[config.mk]
export PLATFORM = sky130hd
export DESIGN_NAME = sonar_scheduler
export DESIGN_NICKNAME = d
export VERILOG_FILES = /design/src/rtl/sonar_scheduler_pkg.sv /design/src/rtl/sonar_scheduler_echo_timer.sv /design/src/rtl/sonar_scheduler.sv
export SDC_FILE = /design/constraint.sdc
export NUM_CORES = 1
export LEC_CHECK = 0
export CORE_ASPECT_RATIO = 1.5
export CORE_MARGIN = 3
export CORE_UTILIZATION = 55
export CTS_BUF_LIST = sky130_fd_sc_hd__clkbuf_16
export DETAILED_ROUTE_END_ITERATION = 8
export PLACE_DENSITY = 0.71
export SETUP_SLACK_MARGIN = 0.4
export SLEW_MARGIN = 10
export SYNTH_ARGS = -nofsm -noshare
export SYNTH_HDL_FRONTEND = slang
export SYNTH_SLANG_ARGS = --single-unit
[constraint.sdc]
create_clock -name clk_1m -period 3.05 [get_ports clk_1m]
set_clock_uncertainty 0.1 [all_clocks]
set_input_delay 0.61 -clock clk_1m [delete_from_list [all_inputs] [get_ports clk_1m]]
set_output_delay 0.61 -clock clk_1m [all_outputs]
set_load 0.05 [all_outputs]
[src/rtl/sonar_scheduler_pkg.sv]
// Shared definitions for the sonar scheduler: FSM state encoding, the
// distance error code and the default echo-microseconds-per-centimetre ratio.
package sonar_scheduler_pkg;

  typedef enum logic [2:0] {
    IDLE,
    TRIG,
    WAIT_RISE,
    MEASURE,
    REPORT,
    HOLD
  } state_t;

  // Reported distance for timeout or overrange.
  localparam logic [11:0] DIST_ERR = 12'hFFF;
  // Largest distance the cm counter may reach, so a genuine measurement
  // can never alias onto DIST_ERR.
  localparam logic [11:0] CM_MAX = 12'hFFE;
  localparam int US_PER_CM_DEFAULT = 58;

endpackage

[src/rtl/sonar_scheduler_echo_timer.sv]
// Echo timer shared by all sensors. It watches the selected, synchronised
// echo line and its one-cycle-delayed copy.
//   clk_1m, rst    : 1 MHz clock, asynchronous active-high reset
//   echo_sync      : selected channel, synchronised
//   echo_prev      : selected channel, synchronised and delayed one cycle
//   wait_en        : scheduler is waiting for the echo rise
//   meas_en        : scheduler is timing the echo high width
//   rise, fall     : edges on the selected channel
//   timeout        : no rise seen within RISE_TIMEOUT_US cycles (rise wins)
//   overrange      : echo high for ECHO_MAX_US cycles (fall wins)
//   cm             : whole centimetres measured so far
module echo_timer
  import sonar_scheduler_pkg::*;
#(
  parameter int RISE_TIMEOUT_US = 30000,
  parameter int ECHO_MAX_US     = 25000,
  parameter int US_PER_CM       = US_PER_CM_DEFAULT
) (
  input  logic        clk_1m,
  input  logic        rst,
  input  logic        echo_sync,
  input  logic        echo_prev,
  input  logic        wait_en,
  input  logic        meas_en,
  output logic        rise,
  output logic        fall,
  output logic        timeout,
  output logic        overrange,
  output logic [11:0] cm
);

  localparam logic [14:0] WAIT_LAST = 15'(RISE_TIMEOUT_US - 1);
  localparam logic [14:0] HIGH_LAST = 15'(ECHO_MAX_US - 1);
  localparam logic [5:0]  SUB_LAST  = 6'(US_PER_CM - 1);

  // wait_cnt counts rise-wait cycles in WAIT_RISE and echo-high cycles in
  // MEASURE; the rise clears it so one counter serves both limits.
  logic [14:0] wait_cnt_reg;
  logic [5:0]  us_sub_reg;
  logic [11:0] cm_reg;

  assign rise      = echo_sync & ~echo_prev;
  assign fall      = ~echo_sync & echo_prev;
  assign timeout   = wait_en & ~rise & (wait_cnt_reg == WAIT_LAST);
  assign overrange = meas_en & ~fall & (wait_cnt_reg == HIGH_LAST);
  assign cm        = cm_reg;

  always_ff @(posedge clk_1m or posedge rst) begin
    if (rst) begin
      wait_cnt_reg <= '0;
      us_sub_reg   <= '0;
      cm_reg       <= '0;
    end else if (wait_en) begin
      if (rise) begin
        wait_cnt_reg <= '0;
        us_sub_reg   <= '0;
        cm_reg       <= '0;
      end else begin
        wait_cnt_reg <= wait_cnt_reg + 15'd1;
      end
    end else if (meas_en) begin
      // The fall cycle also counts, so the total equals the echo width.
      wait_cnt_reg <= wait_cnt_reg + 15'd1;
      if (us_sub_reg == SUB_LAST) begin
        us_sub_reg <= '0;
        if (cm_reg != CM_MAX) begin
          cm_reg <= cm_reg + 12'd1;
        end
      end else begin
        us_sub_reg <= us_sub_reg + 6'd1;
      end
    end else if (!meas_en) begin
      // Outside WAIT_RISE/MEASURE hold wait_cnt at zero for the next slot;
      // cm is left alone so REPORT can still read it.
      wait_cnt_reg <= '0;
    end
  end

endmodule

[src/rtl/sonar_scheduler.sv]
// Round-robin scheduler for up to four HC-SR04-style rangers sharing one
// echo timer. Each slot lasts exactly CYCLE_US cycles: trigger, wait for
// the echo rise, time the echo, report, then hold until the slot ends.
//   clk_1m     : 1 MHz clock (1 cycle = 1 us)
//   rst        : asynchronous active-high reset
//   enable     : run the rotation while high
//   echo       : raw asynchronous echo inputs, one per sensor
//   trig       : registered trigger outputs
//   dist_cm    : last distance in cm, 12'hFFF on timeout/overrange
//   dist_sel   : sensor index of dist_cm
//   dist_valid : one-cycle strobe when dist_cm/dist_sel update
//   dist_err   : one-cycle strobe with dist_valid for an error result
//   busy       : high whenever the scheduler is not IDLE
module sonar_scheduler
  import sonar_scheduler_pkg::*;
#(
  parameter int NUM_SENSORS     = 2,
  parameter int TRIG_US         = 10,
  parameter int CYCLE_US        = 60000,
  parameter int RISE_TIMEOUT_US = 30000,
  parameter int ECHO_MAX_US     = 25000,
  parameter int US_PER_CM       = US_PER_CM_DEFAULT
) (
  input  logic                   clk_1m,
  input  logic                   rst,
  input  logic                   enable,
  input  logic [NUM_SENSORS-1:0] echo,
  output logic [NUM_SENSORS-1:0] trig,
  output logic [11:0]            dist_cm,
  output logic [1:0]             dist_sel,
  output logic                   dist_valid,
  output logic                   dist_err,
  output logic                   busy
);

  localparam logic [15:0] TRIG_LAST  = 16'(TRIG_US - 1);
  localparam logic [15:0] CYCLE_LAST = 16'(CYCLE_US - 1);
  localparam logic [1:0]  SEL_LAST   = 2'(NUM_SENSORS - 1);

  state_t state_reg, state_next;
  logic [15:0] cycle_cnt_reg, cycle_cnt_next;
  logic [1:0]  sel_reg, sel_next;
  logic        err_flag_reg, err_flag_next;

  logic [NUM_SENSORS-1:0] sync1_reg, sync2_reg, delay_reg;
  logic [NUM_SENSORS-1:0] trig_reg, trig_next;
  logic [11:0] dist_cm_reg;
  logic [1:0]  dist_sel_reg;
  logic        dist_valid_reg, dist_err_reg;

  logic [3:0] sync_pad, delay_pad;
  logic       rise, fall, timeout, overrange;
  logic [11:0] cm;

  // Two-flop synchroniser plus a delay stage per channel. Edge detection
  // uses the selected channel's own delayed copy, so switching sel never
  // manufactures an edge from another sensor's level.
  always_ff @(posedge clk_1m or posedge rst) begin
    if (rst) begin
      sync1_reg <= '0;
      sync2_reg <= '0;
      delay_reg <= '0;
    end else begin
      sync1_reg <= echo;
      sync2_reg <= sync1_reg;
      delay_reg <= sync2_reg;
    end
  end

  always_comb begin
    sync_pad  = '0;
    delay_pad = '0;
    sync_pad[NUM_SENSORS-1:0]  = sync2_reg;
    delay_pad[NUM_SENSORS-1:0] = delay_reg;
  end

  echo_timer #(
    .RISE_TIMEOUT_US(RISE_TIMEOUT_US),
    .ECHO_MAX_US    (ECHO_MAX_US),
    .US_PER_CM      (US_PER_CM)
  ) u_echo_timer (
    .clk_1m   (clk_1m),
    .rst      (rst),
    .echo_sync(sync_pad[sel_reg]),
    .echo_prev(delay_pad[sel_reg]),
    .wait_en  (state_reg == WAIT_RISE),
    .meas_en  (state_reg == MEASURE),
    .rise     (rise),
    .fall     (fall),
    .timeout  (timeout),
    .overrange(overrange),
    .cm       (cm)
  );

  always_comb begin
    state_next     = state_reg;
    sel_next       = sel_reg;
    err_flag_next  = err_flag_reg;
    cycle_cnt_next = cycle_cnt_reg + 16'd1;
    case (state_reg)
      IDLE: begin
        cycle_cnt_next = '0;
        if (enable) state_next = TRIG;
      end
      TRIG: begin
        if (cycle_cnt_reg == TRIG_LAST) state_next = WAIT_RISE;
      end
      WAIT_RISE: begin
        if (rise) begin
          state_next = MEASURE;
        end else if (timeout) begin
          state_next    = REPORT;
          err_flag_next = 1'b1;
        end
      end
      MEASURE: begin
        if (fall) begin
          state_next    = REPORT;
          err_flag_next = 1'b0;
        end else if (overrange) begin
          state_next    = REPORT;
          err_flag_next = 1'b1;
        end
      end
      REPORT: begin
        state_next = HOLD;
      end
      HOLD: begin
        // The slot always ends on the same cycle count, so the trigger
        // period never depends on echo timing.
        if (cycle_cnt_reg == CYCLE_LAST) begin
          cycle_cnt_next = '0;
          sel_next       = (sel_reg == SEL_LAST) ? 2'd0 : sel_reg + 2'd1;
          state_next     = enable ? TRIG : IDLE;
        end
      end
      default: begin
        state_next     = IDLE;
        cycle_cnt_next = '0;
      end
    endcase
  end

  // Trigger register follows the next state, so trig is high for exactly
  // the cycles spent in TRIG.
  for (genvar gi = 0; gi < NUM_SENSORS; gi++) begin : g_trig
    assign trig_next[gi] = (state_next == TRIG) && (sel_next == 2'(gi));
  end

  always_ff @(posedge clk_1m or posedge rst) begin
    if (rst) begin
      state_reg     <= IDLE;
      cycle_cnt_reg <= '0;
      sel_reg       <= '0;
      err_flag_reg  <= 1'b0;
      trig_reg      <= '0;
    end else begin
      state_reg     <= state_next;
      cycle_cnt_reg <= cycle_cnt_next;
      sel_reg       <= sel_next;
      err_flag_reg  <= err_flag_next;
      trig_reg      <= trig_next;
    end
  end

  always_ff @(posedge clk_1m or posedge rst) begin
    if (rst) begin
      dist_cm_reg    <= '0;
      dist_sel_reg   <= '0;
      dist_valid_reg <= 1'b0;
      dist_err_reg   <= 1'b0;
    end else if (state_reg == REPORT) begin
      dist_cm_reg    <= err_flag_reg ? DIST_ERR : cm;
      dist_sel_reg   <= sel_reg;
      dist_valid_reg <= 1'b1;
      dist_err_reg   <= err_flag_reg;
    end else begin
      dist_valid_reg <= 1'b0;
      dist_err_reg   <= 1'b0;
    end
  end

  assign trig       = trig_reg;
  assign dist_cm    = dist_cm_reg;
  assign dist_sel   = dist_sel_reg;
  assign dist_valid = dist_valid_reg;
  assign dist_err   = dist_err_reg;
  assign busy       = (state_reg != IDLE);

endmodule

==> results by group, run 1 <==
Outcome
  – Outcome: complete, no violations

STA
  – Final hold violations: 0
  – Slew headroom: 49.4%
  – RSZ-0062 raised after global routing: no
  – Period Utilization, post-route: 78.3%
  – Sum of negative setup slack: 0 ns
  – Slew Limit Fails: 0
  – Hold slack: 0.253 ns
  – Worst-Margin Slew: 0.757 ns
  – Tmin final: 2.39 ns
  – Fmax: 418 MHz
  – Final setup viols: 0

Power and ir drop
  – Peak supply drop: 418 µV
  – PwrDens: 785 nW/µm²
  – Leak: 0.00183 µW

Yosys
  – Distinct cells, synth: 51
  – Post-synth top area cell: dfrtp_1
  – #FFs+latches synth: 79
  – Post-Syn Area: 3800 µm²
  – Top cells by area, synth: dfrtp_1 52%, nor2_1 6.6%, a21oi_1 3.3%, xor2_1 3.2%, xnor2_1 3.0%
  – Async SR Flop Fraction: 100%
  – Synth Area per Inst: 9.89 µm²
  – Yosys top cell area share: 52.1%
  – Syn Inst Count: 384
  – Seq/Total Area, Yosys: 52.1%
  – Synth warn: 0
  – Syn_nets: 396
  – Post-synth EDFFs: 0
  – Synth Flop Type: dfrtp_1

Clocking
  – Clock transition at the registers of the reported paths: 0.06 ns
  – Clk_lat worst skew: 0.33 ns
  – Resized Gates After CTS: 1
  – Sink Count: 79
  – Clock Path Buffers: 2
  – CTS H-Tree Depth: 3
  – # Post-CTS Setup Buffers: 0
  – Root buf cell: clkbuf_16
  – CTS tree: built
  – CTS Buf Count: 9
  – Post-CTS Hold Buffers: 0

Layout
  – Nets: 421
  – Most frequent cells in the layout: 79 x dfrtp_1, 67 x nor2_1, 25 x nand2_1, 25 x a21oi_1, 22 x clkdlybuf4s50_1
  – Layout cells sized above 1: 7.99%
  – Diode count: 0
  – Max reg flops: 16
  – Fillers: 532
  – Area grow syn2layout: 15.3%
  – Commonest non-fill, non-tap cell in the layout: dfrtp_1

Routing
  – Drt pass-1 iters: 4
  – DR WL/cell: 15.1 µm
  – Top routing layer in use: met4
  – Final ANT Viol Nets: 0
  – Drc violations: 0
  – Routed wl met3: 209 µm
  – DR WL met2: 3900 µm
  – DRT Wirelength: 7380 µm
  – Via count: 2828
  – Iter 0 DRT Violations: 232
  – Vias per cell: 5.78
  – Wl on met1: 3070 µm

Job
  – Maxcap violations: 0

Critical path
  – CP peak stage delay: 0.54 ns
  – CP Launch Type: flop
  – R2r startpoint: sel_reg[0]$_DFF_PP0_
  – Largest delay share family, worst path: flip-flops
  – CP Class: reg2out
  – Buf/Inv on CP: 1
  – Critical Path RT: 2.34 ns
  – Worst EP arrival: 1.68 ns
  – Path depth of the worst reg2reg path: 5
  – CP Max Fanout: 15
  – Reg2reg setup slack: 0.71 ns
  – Critical path endpoint category: output pin
  – Critical-path top delay cell: dfrtp_1
  – CP cell instances: or3_1 > dlygate4sd2_1
  – R2r endpoint: u_echo_timer.cm[10]$_DFFE_PP0P_

Global routing
  – First-pass GRT wire length: 12600 µm
  – Initial antenna violation count: 0
  – Grt total ovfl: 0
  – Total Routing Usage GR: 20.5%
  – Largest net degree at the start of global routing: 40
  – Vias in the first global route: 2692

Worst hold path
  – Min-Delay Path Class: reg2reg
  – Hold Crit Start: sync1_reg[1]$_DFF_PP0_
  – WHS Path Cells: 0
  – Hold path endpoint: sync2_reg[1]$_DFF_PP0_

Place
  – Port Buf Inserts: 23
  – RePlAce Congestion: 0.802
  – Dpl hpwl: 5300 µm

Die
  – Initial Util: 57.7%
  – IO Pins: 24
  – Die Footprint: 7960 µm²
  – Core ar.: 6580 µm²
  – Core Rows: 36
  – Die Ht: 108 µm
  – Die width: 73.8 µm
==> cell usage after synthesis (7+ instances only) <==
master / number
nand4_1: 12
nand3_1: 17
or3_1: 11
o21ai_0: 21
xnor2_1: 13
o31ai_1: 7
dfrtp_1: 79
xor2_1: 14
ha_1: 7
nand2_1: 25
and3_1: 9
inv_1: 10
nor2_1: 67
a21oi_1: 25
clkbuf_1: 9
==> where the power goes <==
| group | switching, µW | leakage, µW | internal, µW |
|---|---|---|---|
| clock | 392 | 0.000145 | 620 |
| combinational | 697 | 0.000632 | 360 |
| sequential | 155 | 0.00105 | 1210 |
==> layout make-up <==
| type | instances | area [µm²] | area share, % |
|---|---|---|---|
| well taps | 76 | 95.1 | 2.17 |
| multi-input cells | 282 | 1710 | 39.1 |
| inverters | 10 | 41.3 | 0.943 |
| flip-flops and latches | 79 | 1980 | 45.2 |
| clock inverters | 6 | 55.1 | 1.26 |
| clock buffers | 9 | 225 | 5.14 |
| repair buffers | 27 | 272 | 6.20 |
==> metal layers <==
| layer | global-route usage, % | up-vias |
|---|---|---|
| li1 | - | 1410 |
| met1 | 24.8 | 1351 |
| met2 | 34.5 | 49 |
| met3 | 3.74 | 18 |
| met4 | 9.97 | 0 |
| met5 | 0 | - |
==> metrics by stage <==
step                power [µW]  worst slack, ns  std cells  utilization (%)  instance area (µm²)
global placement          2440            0.723        474             62.3                 4100
detailed placement        2460            0.718        474             62.3                 4100
global route              3620            0.527        489             66.6                 4380
floorplan                 2140             1.08        384                -                 3800
CTS                       3470            0.660        489             66.6                 4380
finish                    3440            0.660        489             66.6                 4380
==> logic make-up after synthesis <==
group	count (synthesis)	share of synthesized area, %
adder cells (fa/ha/maj)	7	2.31
flip-flops	79	52.1
AND/OR/NAND/NOR	176	24.8
buffers and inverters	23	2.80
AO/OA/AOI/OAI	69	10.9
multiplexers	3	0.857
XOR/XNOR	27	6.23
==> worst max-delay path by stage <==
stage	slack (ns)	end	startpoint	depth (start not counted)
final	0.66	busy	state_reg[0]$_DFF_PP0_	2
after global routing	0.53	u_echo_timer.cm[8]$_DFFE_PP0P_	u_echo_timer.cm[3]$_DFFE_PP0P_	5
after CTS	0.66	busy	state_reg[0]$_DFF_PP0_	2
after detailed placement	0.72	busy	state_reg[0]$_DFF_PP0_	2
after global placement	0.72	busy	state_reg[0]$_DFF_PP0_	2
after floorplan	1.08	trig[1]$_DFF_PP0_	cycle_cnt_reg[8]$_DFF_PP0_	5
No activity file was read; power rests on OpenSTA's default activity.
==> inputs of run 2 (changes only) <==
- CORE_UTILIZATION: 55 -> 53
- clock period: 3.05 -> 2.05 ns (I/O delays scaled with it)
==> results by group, run 2 (same netlist as run 1, synthesis figures left out) <==
STA
  – Final setup viols: 0 (unchanged)
  – Sum of negative setup slack: 0 ns (unchanged)
  – Fmax: 493 MHz
  – Final hold violations: 0 (unchanged)
  – Slew Limit Fails: 0 (unchanged)
  – Final setup margin: 0.0227 ns (was 0.660 ns)
  – RSZ-0062 raised after global routing: yes (was no)
  – Tmin final: 2.03 ns
  – Worst-Margin Slew: 0.421 ns (was 0.757 ns)
  – Period Utilization, post-route: 98.9%
  – Slew headroom: 71.9% (was 49.4%)

Power and ir drop
  – Sw frac: 36.6% (was 36.2%)
  – Peak supply drop: 558 µV (was 418 µV)
  – Comb pwr share: 35.9% (was 30.8%)
  – PwrDens: 1120 nW/µm² (was 785 nW/µm²)
  – Clock share of power: 29.0% (was 29.4%)
  – Leak: 0.00212 µW (was 0.00183 µW)
  – Flop pwr share: 35.1% (was 39.8%)
  – Int Power: 3640 µW (was 2190 µW)
  – NetSw: 2100 µW (was 1240 µW)

Routing
  – DR WL/cell: 16.2 µm (was 15.1 µm)
  – Iter 0 DRT Violations: 241 (was 232)
  – Via count: 3126 (was 2828)
  – Drt pass-1 iters: 4 (unchanged)
  – Final ANT Viol Nets: 0 (unchanged)
  – DRT Wirelength: 8790 µm (was 7380 µm)
  – Drc violations: 0 (unchanged)
  – Vias per cell: 5.78 (about the same)

Place
  – Post-Place Worst Slack: -0.0357 ns (was 0.718 ns)
  – Placed cell areas: 4280 µm² (was 4100 µm²)
  – Dpl cells: 497 (was 474)
  – Port Buf Inserts: 23 (unchanged)
  – Dpl hpwl: 5420 µm (was 5300 µm)
  – RePlAce Congestion: 0.878 (was 0.802)

Layout
  – Final Non-Filler Cells: 541 (was 489)
  – Most frequent cells in the layout: 70 x dfrtp_1, 55 x nor2_1, 41 x buf_4 (was 79 x dfrtp_1, 67 x nor2_1, 25 x nand2_1, 25 x a21oi_1, 22 x clkdlybuf4s50_1)
  – Max reg flops: 16 (unchanged)
  – Diode count: 0 (unchanged)
  – Nets: 470 (was 421)
  – Commonest non-fill, non-tap cell in the layout: dfrtp_1 (unchanged)
  – Final Util: 74.5% (was 66.6%)
  – Layout cells sized above 1: 34.6% (was 7.99%)
  – Fin area: 5140 µm² (was 4380 µm²)
  – Area grow syn2layout: 35.4% (was 15.3%)
  – Fillers: 438 (was 532)

Critical path
  – Path depth of the worst reg2reg path: 5 (unchanged)
  – Worst EP arrival: 2.15 ns (was 1.68 ns)
  – CP Class: reg2reg (was reg2out)
  – CP cell instances: or4_4 > nand3b_4 > o31ai_4 > o21a_4 > nor2_1 (was or3_1 > dlygate4sd2_1)
  – CP Launch Type: flop (unchanged)
  – CP Max Fanout: 8 (was 15)
  – Worst Setup EP: cycle_cnt_reg[4]$_DFF_PP0_ (was busy)
  – R2r startpoint: cycle_cnt_reg[7]$_DFF_PP0_ (was sel_reg[0]$_DFF_PP0_)
  – CP Launch Point: cycle_cnt_reg[7]$_DFF_PP0_ (was state_reg[0]$_DFF_PP0_)
  – R2r endpoint: cycle_cnt_reg[4]$_DFF_PP0_ (was u_echo_timer.cm[10]$_DFFE_PP0P_)
  – Critical Path RT: 2.17 ns (was 2.34 ns)
  – Critical-path top delay cell: or4_4 (was dfrtp_1)
  – Reg2reg setup slack: 0.02 ns (was 0.71 ns)
  – CP peak stage delay: 0.54 ns (about the same)
  – Critical path endpoint category: flop (was output pin)

Worst hold path
  – Hold Crit Start: sync1_reg[0]$_DFF_PP0_ (was sync1_reg[1]$_DFF_PP0_)
  – Min-Delay Path Class: reg2reg (unchanged)

Die
  – Core ar.: 6900 µm² (was 6580 µm²)
  – Core Rows: 37 (was 36)
  – Die Footprint: 8230 µm² (was 7960 µm²)
  – Die Ht: 110 µm (was 108 µm)
  – Initial Util: 55.0% (was 57.7%)
  – Die width: 75.1 µm (was 73.8 µm)
  – IO Pins: 24 (unchanged)

Clocking
  – Sink Count: 79 (unchanged)
  – Clock transition at the registers of the reported paths: 0.06 ns (about the same)
  – Clk_lat worst skew: 0.34 ns (was 0.33 ns)
  – CTS Buf Count: 9 (unchanged)
  – Root buf cell: clkbuf_16 (unchanged)
  – Clock Path Buffers: 2 (unchanged)
  – CTS tree: built (unchanged)
  – CTS H-Tree Depth: 3 (unchanged)
  – Post-CTS Hold Buffers: 0 (unchanged)

Global routing
  – Vias in the first global route: 2931 (was 2692)
  – Initial antenna violation count: 0 (unchanged)
  – First-pass GRT wire length: 13500 µm (was 12600 µm)
  – Largest net degree at the start of global routing: 35 (was 40)
  – Grt total ovfl: 0 (unchanged)
  – Total Routing Usage GR: 21.9% (was 20.5%)

Job
  – Maxcap violations: 0 (unchanged)

Outcome
  – Outcome: complete, no violations (unchanged)
[run 2: cell count changes in the layout (fill, tap and decap cells not counted), moves of 6 or more]
cell	change
a21oi_1	-6
a21oi_2	+6
buf_4	+38
buf_6	+7
clkdlybuf4s15_2	+18
clkdlybuf4s50_1	-18
dfrtp_1	-9
dfrtp_2	+9
nor2_1	-12
nor2_2	+10
o21ai_0	-8
[run 2: worst min-delay path by stage]
stage          cells past startpoint  slack, ns                     end
4_1_cts                            0       0.25  sync2_reg[0]$_DFF_PP0_
5_1_grt                            0       0.26  sync2_reg[1]$_DFF_PP0_
3_3_place_gp                       0       0.23  sync2_reg[1]$_DFF_PP0_
3_5_place_dp                       0       0.24  sync2_reg[0]$_DFF_PP0_
2_1_floorplan                      0       0.23  sync2_reg[0]$_DFF_PP0_
6_report                           0       0.25  sync2_reg[0]$_DFF_PP0_
[run 2: power groups by stage]
stage / sequential (µW) / clock, µW / combinational [µW]
6_report: 2010 / 1670 / 2060
5_1_grt: 2040 / 1760 / 2210
4_1_cts: 1990 / 1690 / 1940
3_5_place_dp: 2030 / 0 / 1720
3_3_place_gp: 2020 / 0 / 1690
2_1_floorplan: 2480 / 0 / 718
[run 2: metal layers]
layer / GRT usage (%) / up-vias / share of wire (%)
met3: 3.20 / 21 / 2.9
met4: 13.2 / 0 / 2.2
li1: - / 1506 / -
met5: 0 / - / 0
met2: 37.7 / 75 / 55
met1: 24.8 / 1524 / 39
[run 2: final cells by class]
type / count / area (µm²) / share of cell area [%]
timing repair buffer: 75 / 704 / 13.7
clock buffer: 9 / 225 / 4.38
clock inverter: 7 / 88.8 / 1.73
sequential: 79 / 1990 / 38.7
multi-input combinational: 283 / 1990 / 38.8
tap: 78 / 97.6 / 1.90
inverter: 10 / 41.3 / 0.803
[run 2: worst max-delay path, delay by kind of cell (launching register included)]
kind	cells	cell delay, ns
and+or+nand+nor	3	0.83
AOI/OAI and AO/OA	2	0.60
DFF	1	0.38
[run 2: metrics by stage]
| stage | hold slack (ns) | total power [µW] |
|---|---|---|
| 5_1_grt | 0.257 | 6010 |
| 3_5_place_dp | 0.236 | 3750 |
| 3_3_place_gp | 0.234 | 3710 |
| 4_1_cts | 0.249 | 5630 |
| 6_report | 0.247 | 5740 |
| 2_1_floorplan | 0.231 | 3200 |
[run 2: timing repair]
item                                    4_1_cts  5_1_grt
gates cloned                                  2        0
endpoints found under the setup margin       64       56
setup buffers                                15       11
pin swaps                                    20        7
gates resized for setup                      94       51
==> inputs of run 3 (changes only) <==
- GPL_TIMING_DRIVEN: not set -> 0
==> results by group, run 3 (same netlist as run 1, synthesis figures left out) <==
Clocking
  – CTS Buf Count: 9 (unchanged)
  – Root buf cell: clkbuf_16 (unchanged)
  – Clock transition at the registers of the reported paths: 0.06 ns (about the same)
  – Sink Count: 79 (unchanged)
  – Clk_lat worst skew: 0.34 ns (about the same)
  – CTS H-Tree Depth: 3 (unchanged)
  – Clock Path Buffers: 2 (unchanged)
  – CTS tree: built (unchanged)

Power and ir drop
  – Flop pwr share: 35.6% (was 35.1%)
  – Tot Pwr: 5700 µW (was 5740 µW)
  – Sw frac: 37.2% (was 36.6%)
  – Int Power: 3580 µW (was 3640 µW)
  – NetSw: 2120 µW (was 2100 µW)
  – Leak: 0.00218 µW (was 0.00212 µW)
  – PwrDens: 1070 nW/µm² (was 1120 nW/µm²)
  – Peak supply drop: 811 µV (was 558 µV)
  – Clock share of power: 27.1% (was 29.0%)
  – Comb pwr share: 37.3% (was 35.9%)

STA
  – Period Utilization, post-route: 98.0% (was 98.9%)
  – Final hold violations: 0 (unchanged)
  – Final setup viols: 0 (unchanged)
  – RSZ-0062 raised after global routing: yes (unchanged)
  – Worst-Margin Slew: 0.522 ns (was 0.421 ns)
  – Tmin final: 2.01 ns (was 2.03 ns)
  – Fmax: 498 MHz (was 493 MHz)
  – Slew Limit Fails: 0 (unchanged)
  – Slew headroom: 65.2% (was 71.9%)

Critical path
  – CP cell instances: or4_4 > nand3b_4 > o31ai_4 > o21a_4 > buf_4 > nor2_1 (was or4_4 > nand3b_4 > o31ai_4 > o21a_4 > nor2_1)
  – Critical path endpoint category: flop (unchanged)
  – Critical Path RT: 2.17 ns (about the same)
  – CP Max Fanout: 6 (was 8)
  – Critical-path top delay cell: or4_4 (unchanged)
  – Worst EP arrival: 2.13 ns (was 2.15 ns)
  – CP Launch Type: flop (unchanged)
  – Buf/Inv on CP: 1 (was 0)
  – Largest delay share family, worst path: simple AND/OR/NAND/NOR gates (unchanged)
  – CP Class: reg2reg (unchanged)
  – CP peak stage delay: 0.54 ns (about the same)

Die
  – IO Pins: 24 (unchanged)
  – Die width: 75.1 µm (unchanged)
  – Core Rows: 37 (unchanged)
  – Die Footprint: 8230 µm² (unchanged)
  – Core ar.: 6900 µm² (unchanged)
  – Initial Util: 55.0% (unchanged)
  – Die Ht: 110 µm (unchanged)

Global routing
  – Vias in the first global route: 3013 (was 2931)
  – Grt total ovfl: 0 (unchanged)
  – Largest net degree at the start of global routing: 34 (was 35)
  – Total Routing Usage GR: 23.0% (was 21.9%)
  – First-pass GRT wire length: 14200 µm (was 13500 µm)
  – Initial antenna violation count: 0 (unchanged)

Outcome
  – Outcome: complete, no violations (unchanged)

Place
  – RePlAce Congestion: 0.835 (was 0.878)
  – Port Buf Inserts: 23 (unchanged)
  – Dpl cells: 487 (was 497)
  – Dpl hpwl: 5560 µm (was 5420 µm)

Routing
  – Via count: 3236 (was 3126)
  – Drt pass-1 iters: 7 (was 4)
  – Final ANT Viol Nets: 0 (unchanged)
  – Drc violations: 0 (unchanged)
  – Iter 0 DRT Violations: 210 (was 241)
  – Vias per cell: 5.87 (was 5.78)
  – DRT Wirelength: 9750 µm (was 8790 µm)
  – DR WL/cell: 17.7 µm (was 16.2 µm)

Layout
  – Diode count: 0 (unchanged)
  – Most frequent cells in the layout: 69 x dfrtp_1, 48 x nor2_1, 36 x buf_4 (was 70 x dfrtp_1, 55 x nor2_1, 41 x buf_4)
  – Nets: 480 (was 470)
  – Commonest non-fill, non-tap cell in the layout: dfrtp_1 (unchanged)
  – Final Non-Filler Cells: 551 (was 541)
  – Layout cells sized above 1: 39.1% (was 34.6%)
  – Max reg flops: 16 (unchanged)
  – Area grow syn2layout: 40.8% (was 35.4%)
  – Final Util: 77.5% (was 74.5%)

Worst hold path
  – Min-Delay Path Class: reg2reg (unchanged)

Job
  – Maxcap violations: 0 (unchanged)
[run 3: cell types whose count changed in the layout (fill, tap and decap cells not counted), moves of 5 or more]
| cell | before | now |
|---|---|---|
| nor2_1 | 55 | 48 |
| buf_4 | 41 | 36 |
| o21ai_0 | 13 | 8 |
| nor2_4 | 2 | 10 |
| buf_6 | 7 | 16 |
[run 3: final cells by class]
| type | count | area [µm²] |
|---|---|---|
| repair buffers | 73 | 719 |
| clock buffers | 9 | 225 |
| well taps | 78 | 97.6 |
| inverters | 10 | 41.3 |
| fillers | 439 | 1550 |
| plain buffers | 13 | 115 |
| clock inverters | 7 | 66.3 |
| multi-input cells | 282 | 2090 |
| flip-flops and latches | 79 | 1990 |
[run 3: worst paths after layout]
path | startpoint | end | slack, ns | cells after the start
setup / recovery | cycle_cnt_reg[8]$_DFF_PP0_ | cycle_cnt_reg[6]$_DFF_PP0_ | 0.04 | 6
hold / removal | sync1_reg[0]$_DFF_PP0_ | sync2_reg[0]$_DFF_PP0_ | 0.25 | 0
setup reg to reg | cycle_cnt_reg[8]$_DFF_PP0_ | cycle_cnt_reg[6]$_DFF_PP0_ | 0.04 | 6
hold reg to reg | sync1_reg[0]$_DFF_PP0_ | sync2_reg[0]$_DFF_PP0_ | 0.25 | 0
max in group asynchronous | rst | u_echo_timer.wait_cnt_reg[3]$_DFF_PP0_ | 0.75 | 4
min in group asynchronous | rst | u_echo_timer.cm[6]$_DFFE_PP0P_ | 0.36 | 2
[run 3: what timing repair did]
| action | CTS | global route |
|---|---|---|
| setup endpoints to repair | 87 | 69 |
| pin swaps | 18 | 32 |
| resized for setup | 99 | 109 |
| hold buffers | 0 | 0 |
| buffers inserted | 25 | 19 |
| cloned | 3 | 1 |
[run 3: layer usage]
layer / wire (µm) / GRT usage, % / share of wire (%) / vias up
li1: - / - / - / 1524
met1: 3600 / 25.2 / 37 / 1596
met2: 5540 / 41.8 / 57 / 85
met3: 268 / 3.11 / 2.7 / 31
met4: 347 / 11.6 / 3.6 / 0
met5: 0 / 0 / 0 / -
[run 3: through the flow]
step                cell area [µm²]  TNS [ns]  worst slack (ns)  hold WS, ns
CTS                            4850         0            0.0243        0.254
detailed placement             4190     -1.61            -0.307        0.240
finish                         5340         0            0.0407        0.250
floorplan                      3820         0             0.111        0.231
global route                   5340    -0.327           -0.0289        0.265
global placement               4150    -20.94            -0.366        0.237
[run 3: worst reg2reg max path, stage by stage (launching register included)]
cell and delay, ns:
dfrtp_1 0.38, or4_4 0.54, nand3b_4 0.22, o31ai_4 0.27, o21a_4 0.21, buf_4 0.12, nor2_1 0.05
[run 3: power by group through the flow]
| stage | combinational, µW | sequential (µW) | clock, µW |
|---|---|---|---|
| after CTS | 1940 | 2000 | 1560 |
| final | 2120 | 2030 | 1540 |
| after detailed placement | 1690 | 2040 | 0 |
| after global placement | 1660 | 2030 | 0 |
| after floorplan | 718 | 2480 | 0 |
| after global routing | 2270 | 2060 | 1640 |
